<file path="src/rtl/ex_rt_merge_buffer_pkg.sv">
// ex_rt_merge_buffer_pkg: shared entry type and widths for the execute->retire merge buffer.
// Contents: res_st_cell_t result-state tag, ex_rt_entry_t {comp_result, value, op},
// EX_RT_ENTRY_W entry width, MAX_EX_LANES lane ceiling, lane_w() lane-index width helper.
package ex_rt_merge_buffer_pkg;
    typedef enum logic [1:0] {RES_NONE, RES_ALU, RES_LD, RES_ST} res_st_cell_t;
    typedef struct packed {
        logic         comp_result;
        logic [31:0]  value;
        res_st_cell_t op;
    } ex_rt_entry_t;
    localparam int EX_RT_ENTRY_W = $bits(res_st_cell_t) + 33;
    localparam int MAX_EX_LANES  = 8;
    function automatic int lane_w(input int n);
        return (n > 1) ? $clog2(n) : 1;
    endfunction
endpackage

</file>
<file path="src/rtl/ex_rt_merge_buffer_lane_fifo.sv">
// ex_rt_merge_buffer_lane_fifo: one in-order lane FIFO of the execute->retire merge buffer.
// Ports: clk, rst (async, active-low), flush (sync, empties the lane), push/din (write),
// pop (drop head), dout (head entry), count (occupancy), full, empty.
// Caller guarantees push only when !full and pop only when !empty.
module ex_rt_merge_buffer_lane_fifo #(
    parameter int DEPTH      = 4,
    parameter int DATA_WIDTH = 35,
    localparam int PTR_W     = $clog2(DEPTH),
    localparam int CNT_W     = $clog2(DEPTH) + 1
) (
    input  logic                  clk,
    input  logic                  rst,
    input  logic                  flush,
    input  logic                  push,
    input  logic                  pop,
    input  logic [DATA_WIDTH-1:0] din,
    output logic [DATA_WIDTH-1:0] dout,
    output logic [CNT_W-1:0]      count,
    output logic                  full,
    output logic                  empty
);
    logic [DATA_WIDTH-1:0] mem_q [DEPTH];
    logic [PTR_W-1:0]      rd_q, rd_d, wr_q, wr_d;
    logic [CNT_W-1:0]      cnt_q, cnt_d;

    always_comb begin
        rd_d  = flush ? '0 : rd_q + PTR_W'(pop);
        wr_d  = flush ? '0 : wr_q + PTR_W'(push);
        cnt_d = flush ? '0 : cnt_q + CNT_W'(push) - CNT_W'(pop);
    end

    always_ff @(posedge clk or negedge rst) begin
        if (!rst) begin
            rd_q  <= '0;
            wr_q  <= '0;
            cnt_q <= '0;
        end else begin
            rd_q  <= rd_d;
            wr_q  <= wr_d;
            cnt_q <= cnt_d;
        end
    end

    // Storage is deliberately not reset or flushed; only the pointers define validity.
    always_ff @(posedge clk) begin
        if (push && !flush) mem_q[wr_q] <= din;
    end

    assign dout  = mem_q[rd_q];
    assign count = cnt_q;
    assign full  = (cnt_q == CNT_W'(DEPTH));
    assign empty = (cnt_q == '0);
endmodule

</file>
<file path="src/rtl/ex_rt_merge_buffer.sv">
// ex_rt_merge_buffer: NUM_LANES in-order lane FIFOs merged round-robin into one retire stream.
// Ports: clk, rst (async, active-low), flush (sync mispredict flush),
// in_valid/in_ready/in_data (per-lane push), out_valid/out_ready/out_data/out_lane (merged pop),
// lane_count (per-lane occupancy), any_full (OR of lane full flags).
// Macro QU_MERGE_BYPASS_EN: when every lane is empty, present the incoming entry in the same
// cycle and skip the lane write if retire accepts it.
module ex_rt_merge_buffer
    import ex_rt_merge_buffer_pkg::*;
#(
    parameter int NUM_LANES  = 2,
    parameter int DEPTH      = 4,
    parameter int DATA_WIDTH = EX_RT_ENTRY_W,
    localparam int LANE_W    = lane_w(NUM_LANES),
    localparam int CNT_W     = $clog2(DEPTH) + 1
) (
    input  logic                            clk,
    input  logic                            rst,
    input  logic                            flush,
    input  logic [NUM_LANES-1:0]            in_valid,
    output logic [NUM_LANES-1:0]            in_ready,
    input  logic [NUM_LANES*DATA_WIDTH-1:0] in_data,
    output logic                            out_valid,
    input  logic                            out_ready,
    output logic [DATA_WIDTH-1:0]           out_data,
    output logic [LANE_W-1:0]               out_lane,
    output logic [NUM_LANES*CNT_W-1:0]      lane_count,
    output logic                            any_full
);
    logic                  ready_en_q, ready_en_d;
    logic                  lock_q, lock_d;
    logic [LANE_W-1:0]     rr_ptr_q, rr_ptr_d, lock_lane_q, lock_lane_d, grant;
    logic                  pop, byp;
    int                    nxt;
    logic [NUM_LANES-1:0]  full, empty, push_req, lane_push, lane_pop;
    logic [DATA_WIDTH-1:0] lane_din  [NUM_LANES];
    logic [DATA_WIDTH-1:0] lane_dout [NUM_LANES];
    logic [CNT_W-1:0]      lane_cnt  [NUM_LANES];

    // First requesting lane at or after ptr, wrapping; scanning far-to-near lets the nearest win.
    function automatic logic [LANE_W-1:0] rr_pick(input logic [NUM_LANES-1:0] req,
                                                  input logic [LANE_W-1:0]    ptr);
        logic [LANE_W-1:0] r = ptr;
        for (int k = NUM_LANES - 1; k >= 0; k--) begin
            int j = int'(ptr) + k;
            if (j >= NUM_LANES) j -= NUM_LANES;
            if (|(req & (NUM_LANES'(1) << j))) r = LANE_W'(j);
        end
        return r;
    endfunction

    assign in_ready = {NUM_LANES{ready_en_q & !flush}} & ~full;
    assign push_req = in_valid & in_ready;

`ifdef QU_MERGE_BYPASS_EN
    assign byp = (&empty) & !lock_q & (|push_req);
`else
    assign byp = 1'b0;
`endif

    // A held grant stays on its lane until popped so retire never sees out_data change under stall.
    assign grant     = lock_q ? lock_lane_q : rr_pick(byp ? push_req : ~empty, rr_ptr_q);
    assign out_valid = (!(&empty) | byp) & !flush;
    assign pop       = out_valid & out_ready;
    assign out_data  = out_valid ? (byp ? lane_din[grant] : lane_dout[grant]) : '0;
    assign out_lane  = out_valid ? grant : '0;
    assign any_full  = |full;

    always_comb begin
        nxt         = int'(grant) + 1;
        ready_en_d  = 1'b1;
        lock_d      = !flush & out_valid & !out_ready;
        lock_lane_d = grant;
        rr_ptr_d    = flush ? '0 : (pop ? ((nxt >= NUM_LANES) ? '0 : LANE_W'(nxt)) : rr_ptr_q);
    end

    always_ff @(posedge clk or negedge rst) begin
        if (!rst) begin
            ready_en_q  <= 1'b0;
            lock_q      <= 1'b0;
            lock_lane_q <= '0;
            rr_ptr_q    <= '0;
        end else begin
            ready_en_q  <= ready_en_d;
            lock_q      <= lock_d;
            lock_lane_q <= lock_lane_d;
            rr_ptr_q    <= rr_ptr_d;
        end
    end

    for (genvar i = 0; i < NUM_LANES; i++) begin : g_lane
        assign lane_din[i]                  = in_data[i*DATA_WIDTH +: DATA_WIDTH];
        assign lane_count[i*CNT_W +: CNT_W] = lane_cnt[i];
        // A bypassed entry consumed by retire this cycle never enters its lane.
        assign lane_push[i] = push_req[i] & !(byp & out_ready & (grant == LANE_W'(i)));
        assign lane_pop[i]  = pop & !byp & (grant == LANE_W'(i));
        ex_rt_merge_buffer_lane_fifo #(.DEPTH(DEPTH), .DATA_WIDTH(DATA_WIDTH)) u_fifo (
            .clk   (clk),
            .rst   (rst),
            .flush (flush),
            .push  (lane_push[i]),
            .pop   (lane_pop[i]),
            .din   (lane_din[i]),
            .dout  (lane_dout[i]),
            .count (lane_cnt[i]),
            .full  (full[i]),
            .empty (empty[i])
        );
    end
endmodule

</file>
<file path="config.mk">
export PLATFORM = sky130hd
export DESIGN_NAME = ex_rt_merge_buffer
export DESIGN_NICKNAME = d
export VERILOG_FILES = /design/src/rtl/ex_rt_merge_buffer_pkg.sv /design/src/rtl/ex_rt_merge_buffer_lane_fifo.sv /design/src/rtl/ex_rt_merge_buffer.sv
export SDC_FILE = /design/constraint.sdc
export NUM_CORES = 1
export LEC_CHECK = 0
export CAP_MARGIN = 20
export CORE_UTILIZATION = 51
export CTS_CLUSTER_DIAMETER = 60
export DETAILED_ROUTE_END_ITERATION = 8
export PLACE_DENSITY = 0.76
export SLEW_MARGIN = 30
export SYNTH_ARGS = -nofsm -noshare
export SYNTH_HDL_FRONTEND = slang
export SYNTH_SLANG_ARGS = --single-unit
</file>
<file path="constraint.sdc">
create_clock -name clk -period 3.59 [get_ports clk]
set_input_delay 0.8975 -clock clk [delete_from_list [all_inputs] [get_ports clk]]
set_output_delay 0.8975 -clock clk [all_outputs]
set_load 0.02 [all_outputs]
</file>
==> results of run 1 <==
==> synth_stat cells, types with 5 or more instances <==
| cell | number |
|---|---|
| sky130_fd_sc_hd__dfrtp_1 | 18 |
| sky130_fd_sc_hd__o21ai_0 | 36 |
| sky130_fd_sc_hd__inv_1 | 8 |
| sky130_fd_sc_hd__clkbuf_1 | 24 |
| sky130_fd_sc_hd__xnor2_1 | 6 |
| sky130_fd_sc_hd__a21oi_1 | 38 |
| sky130_fd_sc_hd__nor2b_1 | 5 |
| sky130_fd_sc_hd__nand3_1 | 36 |
| sky130_fd_sc_hd__buf_2 | 9 |
| sky130_fd_sc_hd__edfxtp_1 | 280 |
| sky130_fd_sc_hd__nor2_1 | 10 |
| sky130_fd_sc_hd__mux4_2 | 70 |
| sky130_fd_sc_hd__nand2_1 | 9 |
==> final timing paths <==
kind / to / slack (ps)
setup / recovery: out_data[25] / 3
hold reg to reg: g_lane[0].u_fifo.rd_q[1]$_DFF_PN0_ / 510
max in group asynchronous: g_lane[0].u_fifo.rd_q[0]$_DFF_PN0_ / 2200
min in group asynchronous: g_lane[1].u_fifo.count[1]$_DFF_PN0_ / 820
hold / removal: g_lane[0].u_fifo.rd_q[1]$_DFF_PN0_ / 510
setup reg to reg: g_lane[1].u_fifo.count[2]$_DFF_PN0_ / 600
==> flip-flops by register name, summed over array words and instances, names as in the netlist <==
register and flops:
g_lane.u_fifo.mem_q 280, lock_q 1, g_lane.u_fifo.wr_q 4, rr_ptr_q 1, g_lane.u_fifo.rd_q 4, g_lane.u_fifo.count 6, ready_en_q 1, lock_lane_q 1
==> critical path: cells and delay by family (launching register included) <==
kind	cells	cell delay, ps
AO/OA/AOI/OAI	2	380
buffers and inverters	2	610
flip-flops	1	440
AND/OR/NAND/NOR	2	700
==> power breakdown <==
group | switching [mW] | total (mW) | internal (mW)
sequential | 0.107 | 4.02 | 3.91
clock | 1.24 | 3.09 | 1.85
combinational | 1.66 | 2.93 | 1.27
==> layout make-up <==
type,count,area (sq um)
Multi-Input combinational cell,247,2693
Tap cell,280,350.3
Clock buffer,36,794.5
Fill cell,1484,7662
Sequential cell,298,8861
Timing Repair Buffer,153,1508
Inverter,8,30.03
Clock inverter,19,195.2
==> repair_timing <==
action	4_1_cts	5_1_grt
hold endpoints to repair	0	0
setup endpoints to repair	35	29
hold buffers	0	0
resized for setup	46	33
==> layer usage <==
metal	vias up	part of all wire	track usage
met5	-	0.00055	0
met4	2	0.019	0.05291
met3	40	0.078	0.04225
met2	269	0.50	0.3355
met1	3080	0.40	0.2837
li1	2704	-	-
==> cell families after synthesis <==
family                     count (synthesis)  share of synthesized area
buffers and inverters                     45                    0.01611
AOI/OAI and AO/OA                         82                    0.03716
muxes                                     73                     0.1379
xor gates and xnor gates                   8                   0.006015
adders and majority gates                  6                   0.007734
other                                      1                  0.0003219
DFF                                      298                     0.7605
and+or+nand+nor                           77                    0.03426
==> summary by stage, run 1 <==
Setup path
STA classifies the critical path startpoint as a register. The worst setup path is of the reg2out kind. In this run the critical register-to-register path is launched from g_lane[0].u_fifo.count[2]$_DFF_PN0_. The critical path goes through or4_4, o211ai_1, buf_12, nand3_1, a21oi_1, dlygate4sd2_1.

At the worst endpoint, the arrival time is about 2700 ps. The required time of the critical path is 2690 ps. For this design, the slowest cell found on the critical path is sky130_fd_sc_hd__or4_4. The largest single stage delay on the critical path is roughly 570 ps. The most critical setup path has its startpoint at g_lane[1].u_fifo.count[2]$_DFF_PN0_. The number of cells on the worst reg-to-reg path is 10. STA classifies the critical path endpoint as an output port. The highest fanout seen on the critical path is 39.

Route
The first routing iteration left 404 violations. After detailed routing, the average wire length per cell comes to ~23 microns. The routed via count divided by cell count is 5.855.

The overall routed net length is 23770 microns. The detail route stage leaves a number of antenna-violating nets equal to 0. The via total after detailed routing is 6095. For this run, the detailed router's first-pass iteration total came to 5. The number of design rule violations left after detail routing is 0.

Run
The tool flagged a number of max-cap violations equal to 0.

Clock tree
CTS built an H-tree with a depth of 1. The clock net in this run drives a total of 298 sinks. After clock tree synthesis, the clock-pin slew on the worst setup and hold paths is 60 ps. The number of buffers created by CTS is 30. Post-CTS timing repair inserted 0 buffers for setup. The clock root buffer is sky130_fd_sc_hd__clkbuf_16. The maximum buffer depth of the clock tree is 3. Clock latency on the worst-skew pair, taken at its later pin, is 540 ps.

The TritonCTS clock tree is built.

Timing
The tightest hold path in the finished design has a slack of roughly 510 ps. The count of final setup violators is 0. The clock arrives with 4.521 ps of skew. In the final timing run, aggregate negative setup slack is 0 ps. In this run the tightest slew margin relative to its limit is 0.4242. The number of pins exceeding their max-slew limit in the final report is 0. Setup repair after global routing could not meet its margin everywhere. The worst path meets setup with between 3 and 4 ps of slack. The number of hold-slack violations in the final timing report is 0. For this run, the top clock speed supported by timing is 278.8 MHz.

In the finished design, the share of the clock period the worst path needs comes to 0.9991. The slew at the pin closest to its max-slew limit is 863.8 ps. For the finished layout, the period the worst path requires is 3587 ps.

Finish
The non-filler instance count after layout is 1041. In the final design database the tool counted 820 nets. Of the cells placed in the final design, the portion with a size suffix greater than 1 is 0.2378. The most common cell after layout, fill and taps aside is sky130_fd_sc_hd__edfxtp_1. The utilization after layout is 0.6532.

In the layout the commonest cells are sky130_fd_sc_hd__edfxtp_1, sky130_fd_sc_hd__clkdlybuf4s50_1, sky130_fd_sc_hd__mux4_2, sky130_fd_sc_hd__nand3_1, sky130_fd_sc_hd__o21ai_0. The synthesis-to-layout area growth is 23.89%. The finished layout cell area is 14430 sq um. The repair_antennas step left the layout with diodes totalling 0.

Logic synthesis
The count of state elements after synthesis is 298. The share of synthesized area in the top cell type comes to 0.7218. By area the synthesized netlist is led by sky130_fd_sc_hd__edfxtp_1, sky130_fd_sc_hd__mux4_2, sky130_fd_sc_hd__dfrtp_1. The count of warnings emitted by yosys is 0. The mean instance size in the synthesized netlist is just under 20 sq um.

Synthesis produced 590 cells. The biggest area contributor in the post-synthesis netlist is sky130_fd_sc_hd__edfxtp_1. In the synthesized netlist the async set-or-reset flop fraction comes to 0.06040. The number of nets in the synthesized netlist is 672. The number of enable flip-flop cells after synthesis is 280. The synthesized netlist contains 35 unique library cells. For this run, the leading register cell type out of synthesis is sky130_fd_sc_hd__edfxtp_1. After synthesis the cells add up to 11650 sq um. For this run, the register share of the synthesized area comes to 0.7605.

Floorplan
The initialized floorplan defines 54 standard-cell rows. The area enclosed by the die boundary is 23450 sq um. The die extent in y is 153.1 microns.

The chip width is 153.1 microns. The number of ports placed on the die boundary is ~120. The starting density of the core is 0.5272.

After floorplanning, the core was sized to cover 22090 sq um.

Outcome
The flow ran to the end, and the final reports show no timing, DRC or antenna violations.

GRT
The number of antenna violations at the first check in global routing is 1. The remaining global-route overflow is 0. The first-pass GRT wire length is roughly 36000 microns. The via count of the first global-routing pass came to 6191. Entering global routing, the biggest net connects 40 pins. Across every metal layer, demand over resource in global routing totals 0.2050.

Hold path
Along the worst hold path, the cell count comes to 1. The path category of the worst min-delay check is reg2reg. The launch instance of the worst min-delay path is g_lane[0].u_fifo.rd_q[1]$_DFF_PN0_.

Placement
The detailed placement HPWL is 15440 microns. Prior to clock tree synthesis, the placed netlist has a worst setup slack of 103.8 ps. The number of port buffers is around 120. The cell area reported after detailed placement is 13500 sq um. The congestion estimate from routability-driven global placement came to 0.9138. The count of placed standard cells including taps is 986.

Pwr
The total chip power is 10.04 mW. The worst-case IR drop observed on VDD is 0.0005366 V. In this run the power density over the cells is 696.0 nW/um^2. For this design the static power due to leakage is 4.820 nW.
(Power assumes the default switching activity.)
==> run 2: changes to the inputs <==
--- a/config.mk
+++ b/config.mk
@@ -5,7 +5,7 @@
 export SDC_FILE = /design/constraint.sdc
 export NUM_CORES = 1
 export LEC_CHECK = 0
-export CAP_MARGIN = 20
+export CAP_MARGIN = 30
 export CORE_UTILIZATION = 51
 export CTS_CLUSTER_DIAMETER = 60
 export DETAILED_ROUTE_END_ITERATION = 8
==> results of run 2 <==
Same layout as run 1: the final DEF is identical, and so are final timing and power.
==> run 3: changes to the inputs <==
--- a/config.mk
+++ b/config.mk
@@ -5,11 +5,13 @@
 export SDC_FILE = /design/constraint.sdc
 export NUM_CORES = 1
 export LEC_CHECK = 0
+export ABC_AREA = 1
 export CAP_MARGIN = 30
-export CORE_UTILIZATION = 51
+export CORE_ASPECT_RATIO = 1.25
+export CORE_UTILIZATION = 45
 export CTS_CLUSTER_DIAMETER = 60
 export DETAILED_ROUTE_END_ITERATION = 8
-export PLACE_DENSITY = 0.76
+export PLACE_DENSITY = 0.68
 export SLEW_MARGIN = 30
 export SYNTH_ARGS = -nofsm -noshare
 export SYNTH_HDL_FRONTEND = slang
==> summary by stage, run 3 <==
Finish
The storage element area came to 8864 sq um (about the same). The area of the multi-input gates is 2800 sq um (+4.0%). The synthesis-to-layout area growth is 22.75%. The net count reported at finish was 1165 (+42%). Leaving out fill and tap cells, the most frequent cells in the layout are sky130_fd_sc_hd__edfxtp_1, sky130_fd_sc_hd__a21oi_1, sky130_fd_sc_hd__inv_1, sky130_fd_sc_hd__nand2_1, sky130_fd_sc_hd__nor2_1. The number of flip-flops under the largest register name is 280 (unchanged).

The number of filler instances in the final layout is 2162 (+46%). The register name with the most flops is g_lane.u_fifo.mem_q. The most common cell after layout, fill and taps aside is sky130_fd_sc_hd__edfxtp_1.

The share of layout cells above drive strength 1 came to 0.1187 (-0.1192). The utilization after layout was 0.5621 (-0.09106).

Hold path
The worst-case hold path end point is rr_ptr_q$_DFFE_PN0P_. The launch instance of the worst min-delay path is rr_ptr_q$_DFFE_PN0P_. The number of cells on the worst hold path is 2 (+1). The path category of the worst min-delay check is reg2reg.

Placement
The number of port buffers was 121 (unchanged). The detailed placement HPWL is 17030 microns (+10%). The last weighted congestion value of the routability-driven placer is 0.8245 (-9.8%).

Route
The count of antenna-violating nets left after detailed routing is 0 (unchanged). The via total after detailed routing is 7664 (+26%). The wire length per cell is 18.69 microns (-18%). The number of design rule violations left after detail routing is 0 (unchanged). The routed via count divided by cell count is 5.282 (-9.8%). The overall routed net length came to 27120 microns (+14%). The number of iterations in the first detailed-routing pass was 5 (unchanged). The DRC marker count from the first detailed-route iteration was 636 (+57%).

Timing
The final setup skew is 24.55 ps (+20.03 ps). The number of hold-slack violations in the final timing report was 0 (unchanged). Setup repair after global routing left no endpoint under its margin.

The slew at the pin closest to its max-slew limit came to 879.4 ps (+15.60 ps). The share of the cycle needed by the critical path after routing was 0.9562 (-0.04287). The time the final worst path needs with I/O delays and setup is 3433 ps (-153.9 ps).

The hold slack came to 586.6 ps (+73.97 ps). The upper clock frequency limit is 291.3 MHz (+4.5%). The number of pins exceeding their max-slew limit in the final report came to 0 (unchanged). The worst slew margin relative to its limit is 0.4119 (-0.01224). The count of final setup violators is 0 (unchanged).

Setup path
The number of cells on the worst reg-to-reg path is 13 (+3). The critical path's largest stage delay is 530 ps (-40 ps). The worst setup path is of the in2out kind.

On the critical path, the stage with the largest delay is an instance of sky130_fd_sc_hd__clkdlybuf4s50_1. The critical path endpoint category is an output port. The highest fanout seen on the critical path came to 11 (-72%). The register-to-register path setup slack is 1120 ps (+520 ps). The critical path arrival is 2540 ps (-150 ps). The worst setup path is launched from an input pin. The endpoint identified for the worst register-to-register timing path is g_lane[0].u_fifo.count[2]$_DFF_PN0_. Traced cell by cell, the critical path runs through clkdlybuf4s50_1, inv_1, nand2_2, buf_4, inv_1, clkdlybuf4s50_1. The worst register-to-register path begins at g_lane[0].u_fifo.count[1]$_DFF_PN0_. The required time of the critical path was 2690 ps (about the same).

Clock tree
The maximum buffer depth of the clock tree is 3 (unchanged). The number of buffers created by CTS is 27 (-10%). The count of H-tree levels built during CTS is 1 (unchanged).

The post-cts hold buffer count is 0 (unchanged). The clock root buffer is sky130_fd_sc_hd__clkbuf_16. The clock-pin slew of the registers on the worst-case setup and hold paths is 60 ps (about the same). The number of clock sinks is 298 (unchanged). The TritonCTS clock tree is built. The insertion delay of the later-clocked pin in the worst-skew pair is 560 ps (+20 ps).

Logic synthesis
The main combinational cell family by area after synthesis is compound AO/OA/AOI/OAI gates. The mean instance size in the synthesized netlist was 12.81 sq um (-35%). The simple-gate area share of the yosys netlist is 0.06692 (+0.03265).

The instance count of the mapped netlist was 959 (+63%). By count the netlist is led by sky130_fd_sc_hd__edfxtp_1, sky130_fd_sc_hd__a21oi_1, sky130_fd_sc_hd__inv_1, sky130_fd_sc_hd__nand2_1, sky130_fd_sc_hd__nor2_1. Among all cell types in the netlist, the one instantiated most often is sky130_fd_sc_hd__edfxtp_1. The synthesized-area fraction occupied by adder cells came to 0.007333 (-0.0004002). The multiplexer area fraction after synthesis is 0 (-0.1379).

The cell taking the most area after synthesis is sky130_fd_sc_hd__edfxtp_1. The synthesized net count was 1041 (+55%). In the post-synthesis netlist, the biggest area contributors are sky130_fd_sc_hd__edfxtp_1, sky130_fd_sc_hd__a21oi_1, sky130_fd_sc_hd__dfrtp_1. The count of state elements after synthesis is 298 (unchanged).

The share of the yosys chip area belonging to registers is 0.7211 (-0.03935). The number of enable flip-flop cells after synthesis is 280 (unchanged). The area of the mapped netlist is 12280 sq um (+5.5%). The compound-gate portion of the synthesized area is 0.1448 (+0.1077). The count of warnings emitted by yosys is 0 (unchanged). The number of distinct library cells after synthesis is 30 (-14%). The share of synthesized registers carrying an async set or reset came to 0.06040 (unchanged). For this run, the leading register cell type out of synthesis is sky130_fd_sc_hd__edfxtp_1. The xor/xnor share of the synthesized area came to 0.002139 (-0.003876). The proportion of netlist area held by the largest area contributor is 0.6845 (-0.03735).

GRT
The combined global-route utilization of all metal layers came to 0.1954 (-0.009647). The via count of the first global-routing pass came to 7500 (+21%). The number of antenna violations at the first check in global routing came to 3 (+2). The first-pass GRT wire length is 41720 microns (+16%). The remaining global-route overflow came to 0 (unchanged).

The maximum number of pins on one net before global-route repair is 72 (+80%).

Floorplan
The area enclosed by the die boundary is 27970 sq um (+19%). The die extent in y was 186.7 microns (+22%). The starting density of the core is 0.4579 (-0.06931). The floorplan row count came to 67 (+24%).

The number of ports placed on the die boundary is 122 (unchanged). The area of the core is 26830 sq um (+21%). The chip width is 149.8 microns (-2.2%).

Outcome
The flow ran to the end, and the final reports show no timing, DRC or antenna violations.

Pwr
The power density of the placed cells is 675.5 nW/um^2 (-2.9%). The peak supply drop came to 0.0004146 V (-23%). The leakage power was 5.722 nW (+19%).

Run
The count of maximum capacitance violations came to 0 (unchanged).
-- run 3: changes by cell type in the layout (fill, tap and decap cells not counted), moves of 33 or more --
cell / previous run / this run
sky130_fd_sc_hd__a21oi_1: 34 / 145
sky130_fd_sc_hd__nor2_1: 9 / 90
sky130_fd_sc_hd__a211oi_2: 0 / 33
sky130_fd_sc_hd__mux4_2: 70 / 0
sky130_fd_sc_hd__nand2_1: 9 / 94
sky130_fd_sc_hd__inv_1: 8 / 94
-- run 3: worst max-delay path by stage --
stage                                        startpoint  slack [ps]  depth (start not counted)                                endpoint
floorplan                                         flush        -960                          5  g_lane[0].u_fifo.mem_q[0][0]$_DFFE_PP_
global placement                                  flush         0.5                          6                            out_data[25]
detailed placement                                flush         -30                          6                            out_data[26]
CTS                                               flush           6                          6                            out_data[24]
global route        g_lane[0].u_fifo.count[1]$_DFF_PN0_          30                         10                            out_data[21]
finish                                            flush         160                          6                               out_valid
-- run 3: per-layer routing --
| metal | vias up | track usage | part of all wire |
|---|---|---|---|
| met3 | 36 | 0.02983 | 0.045 |
| met4 | 0 | 0.05672 | 0.022 |
| met1 | 3788 | 0.2556 | 0.43 |
| met2 | 161 | 0.3348 | 0.51 |
| met5 | - | 0 | 0 |
| li1 | 3679 | - | - |
-- run 3: power by group --
group	switching [mW]	leakage (nW)	internal, mW
Combinational	2.04	2.50	1.12
Sequential	0.0751	2.77	3.91
Clock	1.22	0.459	1.82
Total	3.33	5.72	6.86
-- run 3: repair_timing --
item | in CTS | in global routing
buffers inserted | 3 | 0
setup endpoints to repair | 32 | 7
resized for setup | 34 | 9
gates cloned | 0 | 1
-- run 3: critical path: cells and delay by family --
kind                   cells  cell delay (ps)
buffers and inverters      5             1380
AND/OR/NAND/NOR            1              240
-- run 3: metrics by stage --
stage	power [mW]	instances	setup TNS [ps]	worst slack [ps]	instance area [sq um]
after floorplan	6.179	959	-267550	-955.6	12280
after global placement	7.257	1395	0	0.4845	14040
after detailed placement	7.290	1395	-136.2	-27.57	14040
after CTS	10.24	1448	0	6.262	15020
after global routing	10.60	1450	0	30.39	15080
final	10.19	1451	0	157.3	15080
-- run 3: kinds of logic after synthesis --
kind of cell,count (synthesis)
AOI/OAI and AO/OA,287
buffers and inverters,157
and+or+nand+nor,207
xor gates and xnor gates,3
adders and majority gates,6
other,1
DFF,298
-- run 3: cell type report --
class                      count  area share
sequential                   298      0.5878
clock inverter                18     0.01693
multi-input combinational    504      0.1857
timing repair buffer         153      0.1099
antenna                        2   0.0003319
inverter                      99     0.02464
tap                          345     0.02863
clock buffer                  32     0.04605
